$ cat src/rtl/fifo_drain_arbiter_if.sv
// +----------------------------------------------------------------------+
// | fifo_drain_arbiter_if - FIFO read side and merged output stream. Rev 1.0 |
// +----------------------------------------------------------------------+
`default_nettype none

interface fifo_drain_arbiter_if #(
  parameter int WIDTH = 8
);
  logic             en1;
  logic             en2;
  logic             empty1;
  logic             empty2;
  logic [WIDTH-1:0] dout1;
  logic [WIDTH-1:0] dout2;
  logic             rd_en1;
  logic             rd_en2;
  logic [WIDTH-1:0] m_data;
  logic             m_src;
  logic             m_valid;
  logic             m_ready;
  logic [15:0]      cnt1;
  logic [15:0]      cnt2;

  modport master (
    input  en1, en2, empty1, empty2, dout1, dout2, m_ready,
    output rd_en1, rd_en2, m_data, m_src, m_valid, cnt1, cnt2
  );

  modport slave (
    output en1, en2, empty1, empty2, dout1, dout2, m_ready,
    input  rd_en1, rd_en2, m_data, m_src, m_valid, cnt1, cnt2
  );
endinterface

`default_nettype wire

$ cat src/rtl/fifo_drain_arbiter.sv
// +----------------------------------------------------------------------+
// | fifo_drain_arbiter - burst round-robin drain of two FIFOs. Rev 1.0     |
// +----------------------------------------------------------------------+
`default_nettype none

module fifo_drain_arbiter #(
  parameter int WIDTH = 8,
  parameter int BURST = 4
) (
  input  logic                  clk_slow,
  input  logic                  rst_n,
  fifo_drain_arbiter_if.master  bus
);

  localparam logic [1:0] S_IDLE  = 2'd0;
  localparam logic [1:0] S_G1    = 2'd1;
  localparam logic [1:0] S_G2    = 2'd2;
  localparam logic [7:0] BURST_C = 8'(BURST);

  logic [1:0]       state_q, state_d;
  logic             last_q, last_d;
  logic [7:0]       beat_q, beat_d;
  logic             inflight_q, inflight_d;
  logic             inflight_src_q, inflight_src_d;
  logic [1:0]       occ_q, occ_d;
  logic [WIDTH-1:0] data0_q, data0_d, data1_q, data1_d;
  logic             src0_q, src0_d, src1_q, src1_d;
  logic [15:0]      cnt1_q, cnt1_d, cnt2_q, cnt2_d;

  logic             qual1, qual2;
  logic             rd1, rd2;
  logic             pop, push, slot_ok;
  logic [1:0]       pending;
  logic [WIDTH-1:0] push_data;

  assign qual1   = bus.en1 & ~bus.empty1;
  assign qual2   = bus.en2 & ~bus.empty2;
  assign pop     = (occ_q != 2'd0) & bus.m_ready;
  assign push    = inflight_q;
  // Entries that will be held once every issued read has landed.
  assign pending = occ_q + {1'b0, inflight_q} - {1'b0, pop};
  assign slot_ok = (pending < 2'd2);
  assign push_data = inflight_src_q ? bus.dout2 : bus.dout1;

  always_comb begin
    state_d = state_q;
    last_d  = last_q;
    beat_d  = beat_q;
    rd1     = 1'b0;
    rd2     = 1'b0;
    case (state_q)
      S_IDLE: begin
        // last_q = 1 means source 2 was granted last, so source 1 wins a tie.
        if (qual1 && (!qual2 || last_q)) begin
          state_d = S_G1;
          beat_d  = 8'd0;
        end else if (qual2) begin
          state_d = S_G2;
          beat_d  = 8'd0;
        end
      end
      S_G1: begin
        if ((beat_q == BURST_C) || !qual1) begin
          beat_d = 8'd0;
          if (qual2) begin
            state_d = S_G2;
            last_d  = 1'b0;
          end else if (!qual1) begin
            state_d = S_IDLE;
          end
        end else if (slot_ok) begin
          rd1    = 1'b1;
          beat_d = beat_q + 8'd1;
        end
      end
      S_G2: begin
        if ((beat_q == BURST_C) || !qual2) begin
          beat_d = 8'd0;
          if (qual1) begin
            state_d = S_G1;
            last_d  = 1'b1;
          end else if (!qual2) begin
            state_d = S_IDLE;
          end
        end else if (slot_ok) begin
          rd2    = 1'b1;
          beat_d = beat_q + 8'd1;
        end
      end
      default: state_d = S_IDLE;
    endcase
  end

  always_comb begin
    data0_d        = data0_q;
    data1_d        = data1_q;
    src0_d         = src0_q;
    src1_d         = src1_q;
    occ_d          = occ_q;
    inflight_d     = rd1 | rd2;
    inflight_src_d = rd2;
    cnt1_d         = cnt1_q + {15'd0, pop & ~src0_q};
    cnt2_d         = cnt2_q + {15'd0, pop & src0_q};
    case ({push, pop})
      2'b10: begin
        if (occ_q == 2'd0) begin
          data0_d = push_data;
          src0_d  = inflight_src_q;
        end else begin
          data1_d = push_data;
          src1_d  = inflight_src_q;
        end
        occ_d = occ_q + 2'd1;
      end
      2'b01: begin
        data0_d = data1_q;
        src0_d  = src1_q;
        occ_d   = occ_q - 2'd1;
      end
      2'b11: begin
        if (occ_q == 2'd1) begin
          data0_d = push_data;
          src0_d  = inflight_src_q;
        end else begin
          data0_d = data1_q;
          src0_d  = src1_q;
          data1_d = push_data;
          src1_d  = inflight_src_q;
        end
      end
      default: ;
    endcase
  end

  always_ff @(posedge clk_slow or negedge rst_n) begin
    if (!rst_n) begin
      state_q        <= S_IDLE;
      last_q         <= 1'b1;
      beat_q         <= 8'd0;
      inflight_q     <= 1'b0;
      inflight_src_q <= 1'b0;
      occ_q          <= 2'd0;
      data0_q        <= '0;
      data1_q        <= '0;
      src0_q         <= 1'b0;
      src1_q         <= 1'b0;
      cnt1_q         <= 16'd0;
      cnt2_q         <= 16'd0;
    end else begin
      state_q        <= state_d;
      last_q         <= last_d;
      beat_q         <= beat_d;
      inflight_q     <= inflight_d;
      inflight_src_q <= inflight_src_d;
      occ_q          <= occ_d;
      data0_q        <= data0_d;
      data1_q        <= data1_d;
      src0_q         <= src0_d;
      src1_q         <= src1_d;
      cnt1_q         <= cnt1_d;
      cnt2_q         <= cnt2_d;
    end
  end

  assign bus.rd_en1  = rd1;
  assign bus.rd_en2  = rd2;
  assign bus.m_data  = data0_q;
  assign bus.m_src   = src0_q;
  assign bus.m_valid = (occ_q != 2'd0);
  assign bus.cnt1    = cnt1_q;
  assign bus.cnt2    = cnt2_q;

endmodule

`default_nettype wire

$ cat src/flat_wrapper.sv
// flat-port wrapper written by rule: the top's interface ports become plain ports
module fifo_drain_arbiter_flat 
#(
  parameter int WIDTH = 8,
  parameter int BURST = 4
)
  (clk_slow, rst_n, bus_en1, bus_en2, bus_empty1, bus_empty2, bus_dout1, bus_dout2, bus_m_ready, bus_rd_en1, bus_rd_en2, bus_m_data, bus_m_src, bus_m_valid, bus_cnt1, bus_cnt2);
  fifo_drain_arbiter_if #(.WIDTH(WIDTH)) bus_i ();
  input  logic clk_slow;
  input  logic rst_n;
  input wire logic [$bits(bus_i.en1)-1:0] bus_en1;
  input wire logic [$bits(bus_i.en2)-1:0] bus_en2;
  input wire logic [$bits(bus_i.empty1)-1:0] bus_empty1;
  input wire logic [$bits(bus_i.empty2)-1:0] bus_empty2;
  input wire logic [$bits(bus_i.dout1)-1:0] bus_dout1;
  input wire logic [$bits(bus_i.dout2)-1:0] bus_dout2;
  input wire logic [$bits(bus_i.m_ready)-1:0] bus_m_ready;
  output wire logic [$bits(bus_i.rd_en1)-1:0] bus_rd_en1;
  output wire logic [$bits(bus_i.rd_en2)-1:0] bus_rd_en2;
  output wire logic [$bits(bus_i.m_data)-1:0] bus_m_data;
  output wire logic [$bits(bus_i.m_src)-1:0] bus_m_src;
  output wire logic [$bits(bus_i.m_valid)-1:0] bus_m_valid;
  output wire logic [$bits(bus_i.cnt1)-1:0] bus_cnt1;
  output wire logic [$bits(bus_i.cnt2)-1:0] bus_cnt2;
  assign bus_i.en1 = bus_en1;
  assign bus_i.en2 = bus_en2;
  assign bus_i.empty1 = bus_empty1;
  assign bus_i.empty2 = bus_empty2;
  assign bus_i.dout1 = bus_dout1;
  assign bus_i.dout2 = bus_dout2;
  assign bus_i.m_ready = bus_m_ready;
  assign bus_rd_en1 = bus_i.rd_en1;
  assign bus_rd_en2 = bus_i.rd_en2;
  assign bus_m_data = bus_i.m_data;
  assign bus_m_src = bus_i.m_src;
  assign bus_m_valid = bus_i.m_valid;
  assign bus_cnt1 = bus_i.cnt1;
  assign bus_cnt2 = bus_i.cnt2;
  fifo_drain_arbiter #(.WIDTH(WIDTH), .BURST(BURST)) u_core (.clk_slow(clk_slow), .rst_n(rst_n), .bus(bus_i));
endmodule
$ cat config.mk
export PLATFORM = sky130hd
export DESIGN_NAME = fifo_drain_arbiter_flat
export DESIGN_NICKNAME = d
export VERILOG_FILES = /design/src/rtl/fifo_drain_arbiter_if.sv /design/src/rtl/fifo_drain_arbiter.sv /design/src/flat_wrapper.sv
export SDC_FILE = /design/constraint.sdc
export NUM_CORES = 1
export LEC_CHECK = 0
export ABC_AREA = 1
export CAP_MARGIN = 20
export CORE_MARGIN = 8
export CORE_UTILIZATION = 47
export DETAILED_ROUTE_END_ITERATION = 7
export PLACE_DENSITY = 0.75
export SYNTH_ARGS = -nofsm -noshare
export SYNTH_HDL_FRONTEND = slang
export SYNTH_SLANG_ARGS = --single-unit
$ cat constraint.sdc
create_clock -name clk_slow -period 2.6 [get_ports clk_slow]
set_clock_uncertainty 0.15 [all_clocks]
set_input_delay 0.78 -clock clk_slow [delete_from_list [all_inputs] [get_ports clk_slow]]
set_output_delay 0.78 -clock clk_slow [all_outputs]
set_load 0.02 [all_outputs]
[Yosys cells after proc, flatten, opt, wreduce, memory -nomap -nowiden]
Cells that the tools add are included.
Storage, ports and cells
  register bits after elaboration: 65
  input port bits: 23
  output and inout port bits: 44
  logic and storage cells: 104
Operators by class
  add/sub/neg operators: 7
  magnitude comparators: 1
  equal/unequal tests: 17
  muxes and demuxes: 39
  bitwise gates (word level): 9
  reductions and logical operators: 19
Operators with widths (count)
  8-bit 2-to-1 mux: 10
  8-bit one-hot mux with 3 select lines: 2
  16-bit by 1-bit adder with 16-bit output: 2
  2-bit 2-to-1 mux: 8
  8-bit one-hot mux with 2 select lines: 1
  1-bit 2-to-1 mux: 13
  2-bit by 1-bit != test with 1-bit output (second input constant): 5
  5-bit AND reduction: 2
  8-bit by 1-bit adder with 8-bit output (second input constant): 1
  8-bit by 3-bit == test with 1-bit output (second input constant): 1
  2-bit nonzero test: 4
  2-bit by 1-bit == test with 1-bit output (second input constant): 3
  2-bit == test (second input constant): 3
  2-bit one-hot mux with 3 select lines: 1
  3-bit nonzero test: 2
  1-bit bitwise AND: 5
  2-bit zero test: 2
  2-bit != test (second input constant): 2
  1-bit one-hot mux with 2 select lines: 2
  2-bit one-hot mux with 2 select lines: 1
  2-bit AND reduction: 2
  1-bit logical OR: 3
  3-bit by 1-bit != test with 1-bit output (second input constant): 1
  3-bit by 2-bit != test with 1-bit output (second input constant): 1
  other kinds (12): 15

[Depth between registers and ports, before layout]
Gate-level depths: netlist of run 1.
  depth in word-level cells: 8
  gate-level depth with buffers: 15
  depth with buffers taken out: 15

[Least setup slack after synthesis of run 1]
OpenSTA, ideal clock, no wires.
  kind: reg-to-output
  from: reg u_core.occ_q[1]
  to: out bus_rd_en2
  arrival time: 2133 ps
  data required time: 1670 ps
  setup slack: -463 ps
  cell stages (with the launch flop): 12
  buffers on the path: 0
  path through: dfrtp_1 -> inv_2 -> ha_1 -> inv_2 -> nand2_2 -> inv_1 -> ha_1 -> inv_2 -> nand2_1 -> nand3_1 -> nand2_2 -> nor3_1
On the way
  cells in the longest elaborated chain, start to end: 7
  elaborated cells on any way between the ends: 8
  classes of those cells: add/sub: 2; order compare: 1; mux: 3; bitwise: 1; reduce/logical: 1
Ends and longest elaborated chain
  start, declared: line fifo_drain_arbiter.sv:25  | logic [1:0] occ_q, occ_d;
  start signal, assigned: line fifo_drain_arbiter.sv:142  | occ_q <= 2'd0;
  start signal, assigned: line fifo_drain_arbiter.sv:155  | occ_q <= occ_d;
  2-bit nonzero test
  net bus_m_valid: line flat_wrapper.sv:22  | output wire logic [$bits(bus_i.m_valid)-1:0] bus_m_valid;
  1-bit bitwise AND: line fifo_drain_arbiter.sv:38  | assign pop = (occ_q != 2'd0) & bus.m_ready;
  2-bit by 1-bit subtractor with 2-bit output: line fifo_drain_arbiter.sv:41  | assign pending = occ_q + {1'b0, inflight_q} - {1'b0, pop};
  2-bit < comparator: line fifo_drain_arbiter.sv:42  | assign slot_ok = (pending < 2'd2);
  1-bit 2-to-1 mux: line fifo_drain_arbiter.sv:85  | end else if (slot_ok) begin
  1-bit 2-to-1 mux: line fifo_drain_arbiter.sv:77  | if ((beat_q == BURST_C) || !qual2) begin
  1-bit 2-to-1 mux: line fifo_drain_arbiter.sv:51  | case (state_q)
  end, declared: line flat_wrapper.sv:19  | output wire logic [$bits(bus_i.rd_en2)-1:0] bus_rd_en2;
The timed path passes the listed nets, and every way through them passes these cells.

[Worst setup path in the final report of run 1]
  from: reg u_core.occ_q[1]
  to: out bus_rd_en2
On the way
  cells in the longest elaborated chain, start to end: 7
  elaborated cells on any way between the ends: 8
  classes of those cells: add/sub: 2; order compare: 1; mux: 3; bitwise: 1; reduce/logical: 1
Ends and longest elaborated chain (line)
  branches (longest 2 deep; another with 2-bit by 1-bit adder with 2-bit output)
  2-bit by 1-bit subtractor with 2-bit output (*): fifo_drain_arbiter.sv:41
  2-bit < comparator (*): fifo_drain_arbiter.sv:42
  1-bit 2-to-1 mux (*): fifo_drain_arbiter.sv:85
  1-bit 2-to-1 mux (*): fifo_drain_arbiter.sv:77
  1-bit 2-to-1 mux (*): fifo_drain_arbiter.sv:51
Every way passes the cells marked *.

==> results.txt, run 1 <==
----------------------------------------------------
[Setup path]
  Worst-path cell with the longest stage delay ... dfrtp_1
  Cell class contributing the biggest share of worst-path delay ... simple AND/OR/NAND/NOR gates
  Worst Setup Start Kind ... flip-flop
  Worst reg-to-reg path cell count ... 20
  Worst path cell trace ... inv_2 > ha_4 > inv_4 > nand2_8 > inv_6 > ha_4 > inv_2 > nand2_2 > nand3_2 > nand2_4 > nor3_4 > buf_6
  Crit-path max FO ... 3
  Setup CP Type ... reg2out
  Data required time of the critical path ... 1.67 ns
  Buffering stage count on the worst path with inverters included ... 5
  R2R Path End ... u_core.beat_q[6]
  Data arrival time of the critical path ... 1.90 ns
  Critical path endpoint category ... primary output
  Start of the worst register-to-register path ... u_core.occ_q[1]
  Register-to-Register Setup Slack ... 0.12 ns
  Worst path max stage delay ... 0.39 ns

[Timing]
  Number of pins exceeding their max-slew limit in the final report ... 0
  Period utilization ... 109%
  Setup repair after global routing missed its margin ... true
  Final min period ... 2.83 ns
  Timing-limited maximum frequency ... 0.354 GHz
  Transition at the pin with the smallest max-transition slack ... 0.449 ns
  Least setup slack across all paths after layout ... -0.226 ns
  Hold Fails Final Rpt ... 0
  Fin Setup TNS ... -0.441 ns
  Max-slew headroom at the worst pin ... 69.9%
  Final number of setup-violating endpoints ... 2

[Final layout]
  Final standard cell count with taps included and fillers excluded ... 621
  Post-route standard cell area excluding fillers ... 5010 µm²
  Ant. Diodes ... 0
  P&R area growth vs syn ... 43.4%
  Final core utilization ... 69.4%
  Layout cell share with drive strength beyond 1 ... 25.9%
  Net total in the final layout ... 556

[Pwr]
  Peak supply drop ... 0.000473 V
  Flop pwr share ... 30.4%
  Internal power component ... 2960 µW
  Part of the total power dissipated in combinational logic ... 47.1%
  P_sw ... 1850 µW
  Power density over cell area ... 960 nW/µm²
  Switching part of the total power ... 38.4%
  Leakage ... 0.00239 µW
  Clock share of power ... 22.5%

[Global routing]
  Total global-route track usage ... 16.3%
  Vias in the first global route ... 3012
  Wire length of the first global-routing pass ... 13400 µm
  Pin count of the biggest net entering global routing ... 66
  Overflow after GRT ... 0
  Number of antenna violations at the first check in global routing ... 0

[Yosys]
  Syn avg cell area ... 8.82 µm²
  Warning count from the yosys run ... 0
  EDFF count, synth ... 0
  Post-synth ARST share ... 100%
  Primary flip-flop cell chosen by synthesis mapping ... dfrtp_1
  Count of state elements after synthesis ... 65
  Synth cell types ... 35
  Post-synth design cell area ... 3490 µm²
  Register area share after synthesis ... 46.6%
  Gate Count Post-Synth ... 396
  Number of nets produced by synthesis ... 435

[Route]
  Via count of the routed design ... 2942
  Drt initial violations ... 73
  DRC violation count after routing ... 0
  Average wire per standard cell ... 12.9 µm
  Total routed wirelength ... 7990 µm
  Mean number of vias per cell ... 4.74
  Number of nets with antenna violations after detailed routing ... 0
  Number of detailed-routing iterations run before antenna repair ... 4

[Status]
  Failing checks ... negative setup slack
  Status ... finished, violations left

[Clock network]
  Clock transition at the registers of the reported paths ... 0.08 ns
  Clock tree from TritonCTS ... built
  CTS H-tree lvls ... 3
  Inserted Clock Buffers ... 9
  Clock insertion delay at the later pin of the skew report ... 0.35 ns
  Sink Count ... 65
  Clock root buffer master ... clkbuf_8
  Total of hold buffers inserted after clock tree synthesis ... 0
  Number of buffers between clock root and the deepest sink ... 2

[Floorplan]
  Standard-cell row count ... 31
  Horiz. Die Dim ... 102 µm
  Core Box Area ... 7210 µm²
  Height of the die ... 102 µm
  Overall die area ... 10400 µm²
  Boundary Pins ... 67
  Effective utilization at floorplan ... 48.4%

[Placed design]
  Standard cell area after detailed placement ... 4610 µm²
  I/O Buffers ... 66
  Total half-perimeter wirelength after legalization and detailed placement ... 5880 µm
  Placer's final routability congestion estimate ... 0.792
  Placed cells ... 592

[Run]
  Max Cap Violations ... 0

[Hold path]
  Hold crit path type ... in2async

----------------------------------------------------
-- worst register-to-register path, delay by kind of cell, from the launching register on --
kind          cells  cell delay, ns
buf+inv          10            0.98
simple gates      8            0.50
fa+ha+maj         2            0.38
flops             1            0.39
-- registers in the layout, indices dropped and copies added (netlist names) --
name and cells:
u_core.state_q 2, u_core.inflight_src_q 1, u_core.inflight_q 1, u_core.last_q 1, u_core.occ_q 2, u_core.bus.m_data 8, u_core.bus.cnt2 16, u_core.bus.cnt1 16
u_core.data1_q 8, u_core.beat_q 8, u_core.bus.m_src 1, u_core.src1_q 1
-- cell families after synthesis --
family / share of synthesized area [%]
buffers and inverters: 5.95
adders and majority gates: 5.73
xor gates and xnor gates: 7.92
AOI/OAI and AO/OA: 7.74
DFF: 46.6
and+or+nand+nor: 26.0
-- stage by stage --
| step | power [µW] | setup slack, ns | hold WS, ns |
|---|---|---|---|
| floorplan | 2670 | 0.00792 | 0.305 |
| finish | 4810 | -0.226 | 0.297 |
| global placement | 3420 | -1.07 | 0.316 |
| global route | 5100 | -0.301 | 0.320 |
| detailed placement | 3500 | -1.12 | 0.331 |
| CTS | 4760 | -0.237 | 0.305 |
-- layout make-up --
class,instances,area [µm²]
inverter,50,195
timing repair buffer,113,1020
tap,99,124
sequential,65,1630
fill,552,2210
multi-input combinational,278,1800
clock inverter,7,125
clock buffer,9,124
-- placed cells by master, fill, tap and decap left out, types with 2 or more instances in the layout --
cell type	count
a21oi_1	20
buf_2	2
buf_4	46
buf_6	2
bufinv_16	3
clkbuf_8	9
clkdlybuf4s50_1	61
dfrtp_1	64
ha_1	13
ha_4	3
inv_1	36
inv_2	12
inv_6	4
nand2_1	82
nand2_2	10
nand2_4	4
nand3_1	13
nand3_2	8
nand3_4	2
nand3b_1	2
nand4_1	2
nor2_1	44
nor2_2	5
nor2_4	8
nor3_2	2
nor3_4	3
o21ai_0	4
o21ai_1	15
xnor2_1	7
xnor2_2	3
xor2_1	19
-- synthesized netlist by cell type, drive strengths merged, types with 2 or more instances --
library cell / count / area share, %
nand2: 97 / 11
dfrtp: 64 / 46
nor2: 57 / 8.1
inv: 50 / 5.4
nand3: 23 / 4.4
a21oi: 21 / 3.1
o21ai: 20 / 3.2
xor2: 19 / 4.8
ha: 16 / 5.7
xnor2: 10 / 3.2
nor3: 5 / 1.3
buf: 3 / 0.57
nand4: 3 / 0.72
nand3b: 2 / 0.43
-- worst max-delay path by stage --
stage | start | endpoint | cells after the start
6_report | u_core.occ_q[1] | bus_rd_en2 | 12
4_1_cts | u_core.occ_q[1] | bus_rd_en2 | 12
3_5_place_dp | bus_m_ready | bus_rd_en2 | 10
2_1_floorplan | bus_m_ready | bus_rd_en2 | 7
3_3_place_gp | bus_m_ready | bus_rd_en2 | 10
5_1_grt | u_core.occ_q[1] | bus_rd_en2 | 12
-- repair_timing --
item | in CTS | in global routing
gates resized for setup | 21 | 12
pin swaps | 6 | 5
setup buffers | 13 | 3
setup endpoints to repair | 5 | 7
-- per-layer routing --
| layer | GRT usage [%] | vias to the layer above | wire [µm] |
|---|---|---|---|
| li1 | - | 1490 | - |
| met5 | 0 | - | 0 |
| met3 | 3.47 | 11 | 412 |
| met4 | 8.13 | 0 | 133 |
| met1 | 18.3 | 1387 | 3370 |
| met2 | 28.4 | 54 | 4080 |
-- power groups by stage --
stage	Combinational (µW)	Sequential (µW)	Clock (µW)
2_1_floorplan	1040	1620	0
3_3_place_gp	1950	1470	0
6_report	2260	1460	1080
5_1_grt	2460	1490	1140
4_1_cts	2190	1460	1100
3_5_place_dp	2020	1480	0
(Power assumes the default switching activity.)
==> run 2, diff against run 1 <==
--- a/config.mk
+++ b/config.mk
@@ -8,9 +8,10 @@
 export ABC_AREA = 1
 export CAP_MARGIN = 20
 export CORE_MARGIN = 8
-export CORE_UTILIZATION = 47
+export CORE_UTILIZATION = 50
+export CTS_CLUSTER_SIZE = 12
 export DETAILED_ROUTE_END_ITERATION = 7
-export PLACE_DENSITY = 0.75
+export PLACE_DENSITY = 0.76
 export SYNTH_ARGS = -nofsm -noshare
 export SYNTH_HDL_FRONTEND = slang
 export SYNTH_SLANG_ARGS = --single-unit
==> constraint.sdc (replaced) <==
create_clock -name clk_slow -period 3.6 [get_ports clk_slow]
set_clock_uncertainty 0.15 [all_clocks]
set_input_delay 1.08 -clock clk_slow [delete_from_list [all_inputs] [get_ports clk_slow]]
set_output_delay 1.08 -clock clk_slow [all_outputs]
set_load 0.02 [all_outputs]
==> run 2 against run 1 <==
Against the previous run: via count decreased by 3.4%; power decreased by 35%; critical path type is now in2out; die area shrank 5.1%; register-to-register slack better by 0.84 ns; the flow now finishes without violations; non-clock buffer count decreased by 29.
==> results.txt, run 2 (same netlist as run 1, synthesis figures left out) <==
----------------------------------------------------
[Floorplan]
  Effective utilization at floorplan ... 51.4% (was 48.4%)
  Height of the die ... 99.6 µm (was 102 µm)
  Standard-cell row count ... 30 (was 31)
  Boundary Pins ... 67 (unchanged)
  Overall die area ... 9910 µm² (was 10400 µm²)
  Core Box Area ... 6790 µm² (was 7210 µm²)
  Horiz. Die Dim ... 99.6 µm (was 102 µm)

[Timing]
  Max-slew headroom at the worst pin ... 67.3% (was 69.9%)
  Final min period ... 3.51 ns
  Final number of setup-violating endpoints ... 0 (was 2)
  Period utilization ... 97.6%
  Hold Fails Final Rpt ... 0 (unchanged)
  Number of pins exceeding their max-slew limit in the final report ... 0 (unchanged)
  Fin Setup TNS ... 0 ns (was -0.441 ns)
  Timing-limited maximum frequency ... 0.285 GHz
  Transition at the pin with the smallest max-transition slack ... 0.490 ns (was 0.449 ns)

[Global routing]
  GR Layer Usage met2 ... 29.0% (was 28.4%)
  Met3 global-route usage ... 4.12% (was 3.47%)
  Number of antenna violations at the first check in global routing ... 0 (unchanged)
  Vias in the first global route ... 2891 (was 3012)
  Global routing met1 resource utilization ... 19.9% (was 18.3%)
  Total global-route track usage ... 17.0% (was 16.3%)
  Pin count of the biggest net entering global routing ... 30 (was 66)
  Wire length of the first global-routing pass ... 13500 µm (was 13400 µm)
  Overflow after GRT ... 0 (unchanged)
  Grt peak-use layer ... met2 (unchanged)

[Setup path]
  Worst Setup Start Kind ... input pin (was flip-flop)
  Critical path endpoint category ... primary output (unchanged)
  R2R Path End ... u_core.bus.cnt2[12] (was u_core.beat_q[6])
  Worst path cell trace ... dlygate4sd2_1 > nand2_2 > inv_2 > ha_4 > inv_2 > nand2_1 > nand3_2 > nand2_2 > nor3_4 > buf_6 (was inv_2 > ha_4 > inv_4 > nand2_8 > inv_6 > ha_4 > inv_2 > nand2_2 > nand3_2 > nand2_4 > nor3_4 > buf_6)
  Worst path max stage delay ... 0.25 ns (was 0.39 ns)
  Data required time of the critical path ... 2.37 ns (was 1.67 ns)
  Crit-path max FO ... 3 (unchanged)
  Worst reg-to-reg path cell count ... 14 (was 20)
  Setup CP Type ... in2out (was reg2out)
  Data arrival time of the critical path ... 2.28 ns (was 1.90 ns)
  Worst-path cell with the longest stage delay ... ha_4 (was dfrtp_1)
  Start of the worst register-to-register path ... u_core.occ_q[1] (unchanged)
  Register-to-Register Setup Slack ... 0.96 ns (was 0.12 ns)

[Hold path]
  Critical hold path startpoint ... u_core.last_q
  Worst hold endpoint ... u_core.last_q
  Instance count along the most critical hold path ... 2
  Hold crit path type ... reg2reg (was in2async)

[Placed design]
  Total half-perimeter wirelength after legalization and detailed placement ... 5940 µm (was 5880 µm)
  I/O Buffers ... 66 (unchanged)
  Placer's final routability congestion estimate ... 0.852 (was 0.792)
  Standard cell area after detailed placement ... 4370 µm² (was 4610 µm²)

[Clock network]
  Clock tree from TritonCTS ... built (unchanged)
  Clock root buffer master ... clkbuf_8 (unchanged)
  Sink Count ... 65 (unchanged)
  Clock transition at the registers of the reported paths ... 0.07 ns (was 0.08 ns)
  Clock insertion delay at the later pin of the skew report ... 0.34 ns (was 0.35 ns)
  CTS H-tree lvls ... 3 (unchanged)
  Number of buffers between clock root and the deepest sink ... 2 (unchanged)
  Inserted Clock Buffers ... 9 (unchanged)

[Pwr]
  Leakage ... 0.00222 µW (was 0.00239 µW)
  Peak supply drop ... 0.000341 V (was 0.000473 V)
  Power density over cell area ... 676 nW/µm² (was 960 nW/µm²)

[Route]
  Average wire per standard cell ... 13.5 µm (was 12.9 µm)
  Number of detailed-routing iterations run before antenna repair ... 4 (unchanged)
  Total routed wirelength ... 7930 µm (was 7990 µm)
  Number of nets with antenna violations after detailed routing ... 0 (unchanged)
  Mean number of vias per cell ... 4.84 (was 4.74)
  DRC violation count after routing ... 0 (unchanged)
  Drt initial violations ... 72 (was 73)
  Via count of the routed design ... 2843 (was 2942)

[Final layout]
  Number of fill cells ... 547 (was 552)
  Sequential cell area ... 1630 µm² (unchanged)
  Post-route standard cell area excluding fillers ... 4650 µm² (was 5010 µm²)
  Net total in the final layout ... 527 (was 556)
  Multi-input combinational cell area ... 1700 µm² (was 1800 µm²)
  Leading cell type in the layout, fill and taps excluded ... nand2_1 (unchanged)
  Layout cell share with drive strength beyond 1 ... 19.1% (was 25.9%)
  Ant. Diodes ... 0 (unchanged)
  P&R area growth vs syn ... 33.3% (was 43.4%)
  Most frequent cells in the layout ... nand2_1, dfrtp_1, clkdlybuf4s50_1 (unchanged)
  Final core utilization ... 68.5% (was 69.4%)

[Run]
  Max Cap Violations ... 0 (unchanged)

[Status]
  Status ... finished, final reports clean (was finished, violations left)

----------------------------------------------------
## run 2: cell count changes in the layout (fill, tap and decap cells not counted), sizes merged
| cell | before | now |
|---|---|---|
| clkinvlp | 0 | 2 |
| clkbuf | 9 | 10 |
| inv | 53 | 50 |
| buf | 51 | 21 |
| clkdlybuf4s50 | 61 | 62 |
| clkinv | 1 | 0 |
## run 2: worst max-delay path: cells and delay by family
family,cells,cell delay [ns]
adder cells (fa/ha/maj),1,0.25
AND/OR/NAND/NOR,5,0.47
buffers and inverters,4,0.50
## run 2: metal layers
metal | vias to the layer above | routed length [µm]
met3 | 8 | 404
met1 | 1350 | 3500
li1 | 1428 | -
met4 | 0 | 73
met2 | 57 | 3950
met5 | - | 0
## run 2: worst max-delay path by stage
stage / startpoint / end / slack [ns] / depth (start not counted)
floorplan: bus_m_ready / bus_rd_en1 / 0.002 / 8
global placement: bus_m_ready / bus_rd_en1 / -0.66 / 10
detailed placement: bus_m_ready / bus_rd_en2 / -0.71 / 10
CTS: bus_m_ready / bus_rd_en2 / 0.004 / 10
global route: bus_m_ready / bus_rd_en2 / -0.003 / 10
finish: bus_m_ready / bus_rd_en2 / 0.09 / 10
## run 2: timing repair
action                     4_1_cts  5_1_grt
setup endpoints to repair        2        2
setup buffers                    3        0
gates resized for setup         17        4
hold buffers                     0        0
pin swaps                        5        2
## run 2: power breakdown
part           leakage [µW]  switching [µW]  internal, µW  total [µW]
registers          0.000822             142           923        1070
clock network      0.000109             282           456         739
logic               0.00128             782           563        1340
## run 2: through the flow
| step | setup slack (ns) | power, µW | cells | hold WS, ns |
|---|---|---|---|---|
| 6_report | 0.0861 | 3150 | 588 | 0.340 |
| 4_1_cts | 0.00351 | 3150 | 588 | 0.339 |
| 3_3_place_gp | -0.661 | 2320 | 570 | 0.316 |
| 5_1_grt | -0.00293 | 3350 | 588 | 0.360 |
| 3_5_place_dp | -0.715 | 2370 | 570 | 0.328 |
| 2_1_floorplan | 0.00177 | 1850 | 396 | 0.305 |
## run 2: layout make-up
| cell class | instances | area share, % |
|---|---|---|
| clock inverter | 5 | 2.26 |
| tap | 96 | 2.58 |
| sequential | 65 | 35.0 |
| clock buffer | 10 | 2.74 |
| inverter | 50 | 4.03 |
| multi-input combinational | 278 | 36.5 |
| timing repair buffer | 84 | 16.9 |
